--- src/rtl/div_seq.sv ---
// Sequential restoring divider for DIV/DIVU: one quotient bit per cycle, sign fix-up,
// and results held until the downstream stage takes them. Owns the E-stage stall.
module div_seq #(
    parameter int WIDTH = 32
) (
    input  logic             clk,
    input  logic             reset,
    input  logic             start,
    input  logic             signed_op,
    input  logic [WIDTH-1:0] dividend,
    input  logic [WIDTH-1:0] divisor,
    input  logic             cancel,
    input  logic             res_ready,
    output logic             div_stall,
    output logic             busy,
    output logic             done,
    output logic [WIDTH-1:0] quotient,
    output logic [WIDTH-1:0] remainder,
    output logic             div_by_zero
);

    localparam int CW = (WIDTH > 1) ? $clog2(WIDTH) : 1;

    typedef enum logic [1:0] {
        IDLE = 2'd0,
        CALC = 2'd1,
        FIX  = 2'd2,
        DONE = 2'd3
    } state_t;

    state_t           state_q, state_d;
    logic [CW-1:0]    cnt_q, cnt_d;
    logic [WIDTH:0]   rem_q, rem_d;
    logic [WIDTH-1:0] quo_q, quo_d;
    logic [WIDTH-1:0] dsr_q, dsr_d;
    logic             neg_quo_q, neg_quo_d;
    logic             neg_rem_q, neg_rem_d;
    logic [WIDTH-1:0] quotient_q, quotient_d;
    logic [WIDTH-1:0] remainder_q, remainder_d;
    logic             dbz_q, dbz_d;

    logic             dvd_neg;
    logic             dsr_neg;
    logic [WIDTH+1:0] trial;

    assign dvd_neg = signed_op & dividend[WIDTH-1];
    assign dsr_neg = signed_op & divisor[WIDTH-1];

    // quo_q starts as the dividend magnitude; its MSB feeds the partial remainder
    // while quotient bits shift in at the bottom.
    assign trial = {rem_q, quo_q[WIDTH-1]} - {2'b00, dsr_q};

    always_comb begin
        state_d     = state_q;
        cnt_d       = cnt_q;
        rem_d       = rem_q;
        quo_d       = quo_q;
        dsr_d       = dsr_q;
        neg_quo_d   = neg_quo_q;
        neg_rem_d   = neg_rem_q;
        quotient_d  = quotient_q;
        remainder_d = remainder_q;
        dbz_d       = dbz_q;

        if (cancel) begin
            state_d = IDLE;
        end else begin
            case (state_q)
                IDLE: begin
                    if (start) begin
                        if (divisor == '0) begin
                            quotient_d  = '1;
                            remainder_d = dividend;
                            dbz_d       = 1'b1;
                            state_d     = DONE;
                        end else begin
                            quo_d     = dvd_neg ? -dividend : dividend;
                            dsr_d     = dsr_neg ? -divisor : divisor;
                            rem_d     = '0;
                            neg_quo_d = dvd_neg ^ dsr_neg;
                            neg_rem_d = dvd_neg;
                            cnt_d     = '0;
                            state_d   = CALC;
                        end
                    end
                end
                CALC: begin
                    if (!trial[WIDTH+1]) begin
                        rem_d = trial[WIDTH:0];
                        quo_d = {quo_q[WIDTH-2:0], 1'b1};
                    end else begin
                        rem_d = {rem_q[WIDTH-1:0], quo_q[WIDTH-1]};
                        quo_d = {quo_q[WIDTH-2:0], 1'b0};
                    end
                    cnt_d = cnt_q + 1'b1;
                    if (cnt_q == CW'(WIDTH - 1)) begin
                        state_d = FIX;
                    end
                end
                FIX: begin
                    quotient_d  = neg_quo_q ? -quo_q : quo_q;
                    remainder_d = neg_rem_q ? -rem_q[WIDTH-1:0] : rem_q[WIDTH-1:0];
                    dbz_d       = 1'b0;
                    state_d     = DONE;
                end
                DONE: begin
                    if (res_ready) begin
                        state_d = IDLE;
                    end
                end
                default: state_d = IDLE;
            endcase
        end
    end

    always_ff @(posedge clk) begin
        if (!reset) begin
            state_q     <= IDLE;
            cnt_q       <= '0;
            rem_q       <= '0;
            quo_q       <= '0;
            dsr_q       <= '0;
            neg_quo_q   <= 1'b0;
            neg_rem_q   <= 1'b0;
            quotient_q  <= '0;
            remainder_q <= '0;
            dbz_q       <= 1'b0;
        end else begin
            state_q     <= state_d;
            cnt_q       <= cnt_d;
            rem_q       <= rem_d;
            quo_q       <= quo_d;
            dsr_q       <= dsr_d;
            neg_quo_q   <= neg_quo_d;
            neg_rem_q   <= neg_rem_d;
            quotient_q  <= quotient_d;
            remainder_q <= remainder_d;
            dbz_q       <= dbz_d;
        end
    end

    // Stall drops in DONE so the instruction can leave E carrying its result.
    assign div_stall   = ((state_q == IDLE) && start && !cancel) ||
                         (state_q == CALC) || (state_q == FIX);
    assign busy        = (state_q != IDLE);
    assign done        = (state_q == DONE);
    assign quotient    = quotient_q;
    assign remainder   = remainder_q;
    assign div_by_zero = dbz_q;

endmodule

--- config.mk ---
export PLATFORM = sky130hd
export DESIGN_NAME = div_seq
export DESIGN_NICKNAME = d
export VERILOG_FILES = /design/src/rtl/div_seq.sv
export SDC_FILE = /design/constraint.sdc
export NUM_CORES = 1
export LEC_CHECK = 0
export ABC_AREA = 1
export CAP_MARGIN = 20
export CELL_PAD_IN_SITES_DETAIL_PLACEMENT = 1
export CELL_PAD_IN_SITES_GLOBAL_PLACEMENT = 1
export CORE_MARGIN = 1
export CORE_UTILIZATION = 25
export CTS_BUF_LIST = sky130_fd_sc_hd__clkbuf_4
export CTS_CLUSTER_SIZE = 30
export DETAILED_ROUTE_END_ITERATION = 10
export DONT_BUFFER_PORTS = 1
export PLACE_DENSITY = 0.6
export SLEW_MARGIN = 40
export SYNTH_ARGS = -nofsm -noshare
export SYNTH_HDL_FRONTEND = slang
export SYNTH_SLANG_ARGS = --single-unit
--- constraint.sdc ---
create_clock -name clk -period 4.6 [get_ports clk]
set_input_delay 0.69 -clock clk [delete_from_list [all_inputs] [get_ports clk]]
set_output_delay 0.69 -clock clk [all_outputs]
set_load 0.005 [all_outputs]
# Yosys cells after proc, flatten, opt, wreduce, memory -nomap -nowiden
# Index checks and enable logic that the tools add are counted.
[op_classes]
shifts = 0
addsub = 6
div_mod_pow = 0
n_eq_ne = 9
bitwise = 6
n_reduce_logical = 15
n_mux = 29
multipliers = 0
magnitude_cmp = 0
[op_table]
columns = ["operator", "n"]
rows = [
  ["$mux 32", 10],
  ["$pmux 32 s2", 3],
  ["$neg 32->32", 4],
  ["$mux 33", 3],
  ["$pmux 33 s2", 1],
  ["$sub 34x32->34", 1],
  ["$logic_not 32->1", 1],
  ["$reduce_and 4->1", 3],
  ["$mux 5", 2],
  ["$ne 2x2->1 const B", 5],
  ["$pmux 5 s2", 1],
  ["$mux 2", 4],
  ["$pmux 2 s4", 1],
  ["$reduce_bool 2->1", 3],
  ["$add 5x1->5 const B", 1],
  ["$eq 5x5->1 const B", 1],
  ["$eq 2x2->1 const B", 2],
  ["$mux 1", 3],
  ["$not 1->1", 3],
  ["$reduce_and 3->1", 1],
  ["$and 1x1->1", 2],
  ["$eq 2x1->1 const B", 1],
  ["$logic_and 1x1->1", 2],
  ["$logic_not 2->1", 1],
  ["other kinds (5)", 6],
]
[totals]
latch_bits = 0
n_memories = 0
in_bits = 70
mem_bits_rw = 0
regBits = 171
romBits = 0
out_inout_bits = 68

# Logic depth before layout (Yosys ltp)
[depth]
word_depth = 5
ltp_mapped = 17
depth_no_buf = 17

# Least setup slack after synthesis
# No wires, ideal clock.
[synth_timing]
kind = "input to register"
startpoint = "input divisor[0]"
endpoint = "register remainder_q[20] (netlist: remainder[20])"
t_arrival_ns = 2.170
t_required_ns = 4.484
n_path_buf = 1
cell_stages = 12
path_slack_ns = 2.314
setup_time_ns = 0.116
path_cell_list = "inv_1 > ha_1 > nand4_1 > nor2_2 > nand2_1 > nor2_2 > nand2_2 > a21boi_4 > nand2_2 > buf_4 > o211ai_1 > inv_1"
[synth_via]
elab_chain_len = 3
[synth_lines]
columns = ["item", "line", "rtl"]
rows = [
  ["from (decl)", "11", "input logic [WIDTH-1:0] divisor,"],
  ["$logic_not 32->1", "71", "if (divisor == '0) begin"],
  ["$ne 2x2->1 (no line)", "n/a", ""],
  ["$reduce_and 4->1 (no line)", "n/a", ""],
  ["to (signal assigned)", "137", "remainder_q <= remainder_d;"],
  ["to (decl)", "39", "logic [WIDTH-1:0] remainder_q, remainder_d;"],
]
# Every way passes these cells.
# A chain may end at the register's enable or synchronous reset.

# Worst setup path in the final report
[layout_timing]
startpoint = "register state_q[1]"
endpoint = "output div_stall"
[layout_via]
elab_chain_len = 5
elab_cells_between_ends = 7
classes_between = "eq/ne (2); reduce/logical (5)"
[layout_lines]
columns = ["item", "line", "rtl"]
rows = [
  ["from (decl)", "31", "state_t state_q, state_d;"],
  ["from (signal assigned)", "129", "state_q <= state_d;"],
  ["$logic_not 2->1", "143", "assign div_stall = ((state_q == IDLE) && start && !cancel) ||"],
  ["$logic_and 1x1->1 (2 in a row)", "143", ""],
  ["$logic_or 1x1->1", "143", ""],
  ["$logic_or 1x1->1 (*)", "144", "(state_q == CALC) || (state_q == FIX);"],
  ["to (decl)", "14", "output logic div_stall,"],
]
# Mark *: on every way between the ends. The rest lies on a longest branch, timed or not.

==> results.txt <==
* Internal: 2.02 mW
- Final instance count without filler cells: 2788
* Run status: completed
- Main area contributors after synthesis: sky130_fd_sc_hd__dfxtp_1 26%, sky130_fd_sc_hd__nand2_1 15%, sky130_fd_sc_hd__inv_1 8.6%
- STA classifies the critical path startpoint as a flip-flop.
- For this run, the leading register cell type out of synthesis is sky130_fd_sc_hd__dfxtp_1.
- Counting flops and latches in the post-synthesis netlist gives 171.
- First-pass DRT Iterations: 5
* Slowest stage cell on the critical path: sky130_fd_sc_hd__inv_2
- Buffers inserted during clock tree synthesis total 17.
* Total Negative Setup Slacks: 0 ns
- The signal on the critical path passes through inv_1, ha_1, buf_4, inv_2, o211ai_1.
- In this run, synthesis inferred 0 flip-flops with an integrated enable.
- Setup slack on the worst reg-to-reg path comes out at 1.50 ns.
- The H-tree generated during clock tree synthesis spans 4 levels.
- The number of setup buffers added after CTS is 0.
* Largest family of logic cells by synthesized area: simple AND/OR/NAND/NOR gates
- Global routing finished with a remaining overflow of 0.
- Share of power burned in registers: 47.8%
* Synthesized instance count: 2147
* Share of synthesized flip-flops with an asynchronous set or reset: 0%
* Critical path endpoint category: output port
- Cell accounting for the most synthesized area: sky130_fd_sc_hd__dfxtp_1
- Average detailed-routed wire length per instance: 18.8 microns
* Detailed-route wire length: 52300 microns
* Total number of vias: 13800
- In this run, post-CTS repair resized a total of 0 instances.
- Combinational logic is responsible for 24.3% of the overall power.
* Placed Cells incl. Taps: 2754
- At the end of the flow, the number of nets in the layout was 2207.
* Category of the critical setup timing path: reg2out
* Power density over the cells: 238 nW/um^2
- The library cells used most frequently in the layout, excluding fill and tap cells, are 511 x sky130_fd_sc_hd__nand2_1, 298 x sky130_fd_sc_hd__inv_1, 214 x sky130_fd_sc_hd__nand3_1.
- Tightest slew margin relative to the limit: 46.6%
- The clock drives 171 sinks.
- Required time of the critical path: 3.91 ns
- In this run the static leakage power is 6.28 nW.
- The most critical setup path has its startpoint at state_q[1].
- Delay of the slowest critical-path stage: 0.62 ns
- The number of cells on the worst reg-to-reg path is 11.
* Final count of hold timing violations: 0
- Syn_nets: 2261
- Height of the die: 231 microns
* Number of antenna violations at the first check in global routing: 2
* Synthesized-area fraction occupied by xor and xnor cells: 5.62%
- Of the available clock period, the critical path in the final layout requires 71.5%.
- The synthesized netlist devotes 4.26% of its cell area to adder and majority cells.
* Commonest non-fill, non-tap cell in the layout: sky130_fd_sc_hd__nand2_1
- Launching point of the worst reg2reg path: state_q[1]
- Die W: 231 microns
- After detailed routing, the number of remaining DRC violations is 0.
- The min-delay analysis places its worst path in the category in2reg.
* Vias in the first global route: 14000
- The die covers 53300 sq um.
- Count of cell types in the netlist: 47
- The number of max-slew violations in the final report was 0.
* Count of routing violations after the opening detailed-route iteration: 629
- Largest net degree at the start of global routing: 106
- At the worst endpoint, the arrival time is 2.60 ns.
- Fraction of power consumed by the clock network: 27.9%
* Mean number of vias per cell: 4.95
- Total of buffers placed on input and output ports: 0
- Summed over all nets, the switching power comes to 1.28 mW.
* Proportion of netlist area held by the largest area contributor: 26.1%
* Root Buffer: sky130_fd_sc_hd__clkbuf_4
* Aggregate global-route resource usage: 19.7%
- Highest attainable clock frequency: 0.304 GHz
- Final clock skew: 0.0587 ns
- Dividing the synthesized area by the synthesized cell count gives 6.10 sq um.
- Fraction of synthesized area in multiplexers: 0%
* Dpl hpwl: 42000 microns
- Bufs on Longest Clock Path: 2
* Endpoint of the worst setup timing path: div_stall
* Source-to-sink clock delay at the later pin of the worst-skew pair: 0.71 ns
- Summing the areas of all and, or, nand and nor instances in the mapped netlist gives 34.8% of the synthesized area.
- Setup repair after global routing left no endpoint under its margin.
- Endpoint of the lowest-slack register-to-register path: quo_q[9]
- Across the run, the number of max-cap violations was 0.
- Fraction of final layout cells with drive strength greater than 1: 4.56%
- Number of setup violations in the final report: 0
- After clock tree synthesis, the clock-pin slew on the worst setup and hold paths is 0.19 ns.
- Worst hold path stage count: 2
- Relative to the synthesized area, the layout overhead comes to 6.02%.
* Sw frac: 38.8%
* Number of core rows: 83
- Slew at the pin closest to its max-slew limit: 0.801 ns
* Compound-cell area share of the yosys netlist: 17.1%
- Sequential cells were found to cover 26.1% of the synthesized design area.
* Global-route wire length before repair: 81700 microns
- Final RePlAce weighted congestion: 0.879
* Standard cell core area: 51500 sq um
- The Yosys step of the flow raised 0 warnings.
* Post-synthesis cell area: 13100 sq um
- The initial utilization of the core area, before any placement, comes to 25.4%.
- IO Count: 138
* Highest ir drop seen on vdd: 0.111 mV
* Clock tree from TritonCTS: done
* Residual antenna-violating net count after detailed routing: 0
* Post-route minimum period: 3.29 ns
- Hold Buf Count CTS: 0
- Critical-path maximum fanout: 42
==> cells in the mapped netlist (2+ instances only) <==
| master | count |
|---|---|
| sky130_fd_sc_hd__a21oi_1 | 167 |
| sky130_fd_sc_hd__nor3_1 | 31 |
| sky130_fd_sc_hd__nor2_4 | 2 |
| sky130_fd_sc_hd__nand2_1 | 511 |
| sky130_fd_sc_hd__nand4_1 | 25 |
| sky130_fd_sc_hd__a211oi_1 | 18 |
| sky130_fd_sc_hd__dfxtp_1 | 171 |
| sky130_fd_sc_hd__buf_4 | 3 |
| sky130_fd_sc_hd__xnor2_1 | 27 |
| sky130_fd_sc_hd__nand3b_1 | 12 |
| sky130_fd_sc_hd__clkbuf_1 | 44 |
| sky130_fd_sc_hd__nand2_4 | 4 |
| sky130_fd_sc_hd__buf_6 | 11 |
| sky130_fd_sc_hd__a21oi_2 | 2 |
| sky130_fd_sc_hd__o31ai_1 | 4 |
| sky130_fd_sc_hd__xor2_1 | 57 |
| sky130_fd_sc_hd__nor2_2 | 10 |
| sky130_fd_sc_hd__buf_2 | 24 |
| sky130_fd_sc_hd__inv_1 | 299 |
| sky130_fd_sc_hd__nor2_1 | 192 |
| sky130_fd_sc_hd__nor4_1 | 5 |
| sky130_fd_sc_hd__and2_1 | 7 |
| sky130_fd_sc_hd__o22ai_1 | 3 |
| sky130_fd_sc_hd__ha_1 | 43 |
| sky130_fd_sc_hd__inv_2 | 3 |
| sky130_fd_sc_hd__a31oi_1 | 26 |
| sky130_fd_sc_hd__nand3_2 | 9 |
| sky130_fd_sc_hd__o21ai_0 | 162 |
| sky130_fd_sc_hd__o21ai_1 | 14 |
| sky130_fd_sc_hd__o211ai_1 | 13 |
| sky130_fd_sc_hd__nand2_2 | 8 |
| sky130_fd_sc_hd__nand3_1 | 214 |
| sky130_fd_sc_hd__buf_1 | 3 |
| sky130_fd_sc_hd__or2_2 | 10 |
==> logic make-up (layout without fill, tap and decap cells) <==
family / count (synthesis) / count (layout)
compound gates: 415 / 415
xor+xnor: 84 / 84
fa+ha+maj: 44 / 44
buf+inv: 388 / 347
flops: 171 / 171
other cells: 0 / 2
simple gates: 1045 / 1045
==> state kept, by name, indices dropped and copies added, names as in the netlist <==
signal       count
rem_q           33
dsr_q           32
quo_q           32
quotient        32
remainder       32
cnt_q            5
state_q          2
div_by_zero      1
neg_quo_q        1
neg_rem_q        1
==> through the flow <==
step / cell area, sq um / utilization, % / power (mW) / setup WS (ns) / hold slack, ns
after global routing: 13900 / 27.0 / 3.50 / 1.12 / 0.0558
after CTS: 13900 / 26.9 / 3.34 / 1.23 / 0.0487
after detailed placement: 13600 / 26.4 / 2.42 / 0.991 / 0.463
final: 13900 / 27.0 / 3.30 / 1.31 / 0.118
after global placement: 13600 / 26.4 / 2.40 / 1.12 / 0.456
after floorplan: 13100 / - / 2.18 / 2.31 / 0.430
==> area by class of cell <==
class | count | area, sq um
antenna | 2 | 5.00
timing repair buffer | 12 | 90.1
tap | 680 | 851
multi-input combinational | 1588 | 8100
sequential | 171 | 3420
clock inverter | 15 | 153
inverter | 303 | 1140
clock buffer | 17 | 128
fill | 6731 | 37600
==> layer usage <==
metal	wire length, microns	share of wire (%)	global-route usage (%)	up-vias
met3	2130	4.1	3.85	48
li1	-	-	-	6874
met2	24300	46	32.4	214
met4	933	1.8	5.11	0
met1	25000	48	25.9	6663
met5	0	0	0	-
==> worst min path at each step <==
| stage | startpoint | to |
|---|---|---|
| CTS | reset | remainder[5] |
| global placement | quo_q[1] | quo_q[1] |
| detailed placement | quo_q[1] | quo_q[1] |
| finish | reset | remainder[7] |
| global route | reset | remainder[7] |
| floorplan | dsr_q[6] | dsr_q[6] |
==> critical path: cells and delay by family (launching register included) <==
| kind | cells | cell delay (ns) |
|---|---|---|
| flip-flops | 1 | 0.41 |
| adder cells (fa/ha/maj) | 1 | 0.20 |
| buffers and inverters | 3 | 0.97 |
| AO/OA/AOI/OAI | 1 | 0.34 |
==> power by group through the flow <==
stage | clock network (mW) | logic [mW] | registers (mW)
CTS | 0.953 | 0.807 | 1.58
global placement | 0 | 0.787 | 1.61
finish | 0.920 | 0.803 | 1.58
floorplan | 0 | 0.592 | 1.59
detailed placement | 0 | 0.804 | 1.61
global route | 1.01 | 0.908 | 1.59
(Power assumes the default switching activity.)
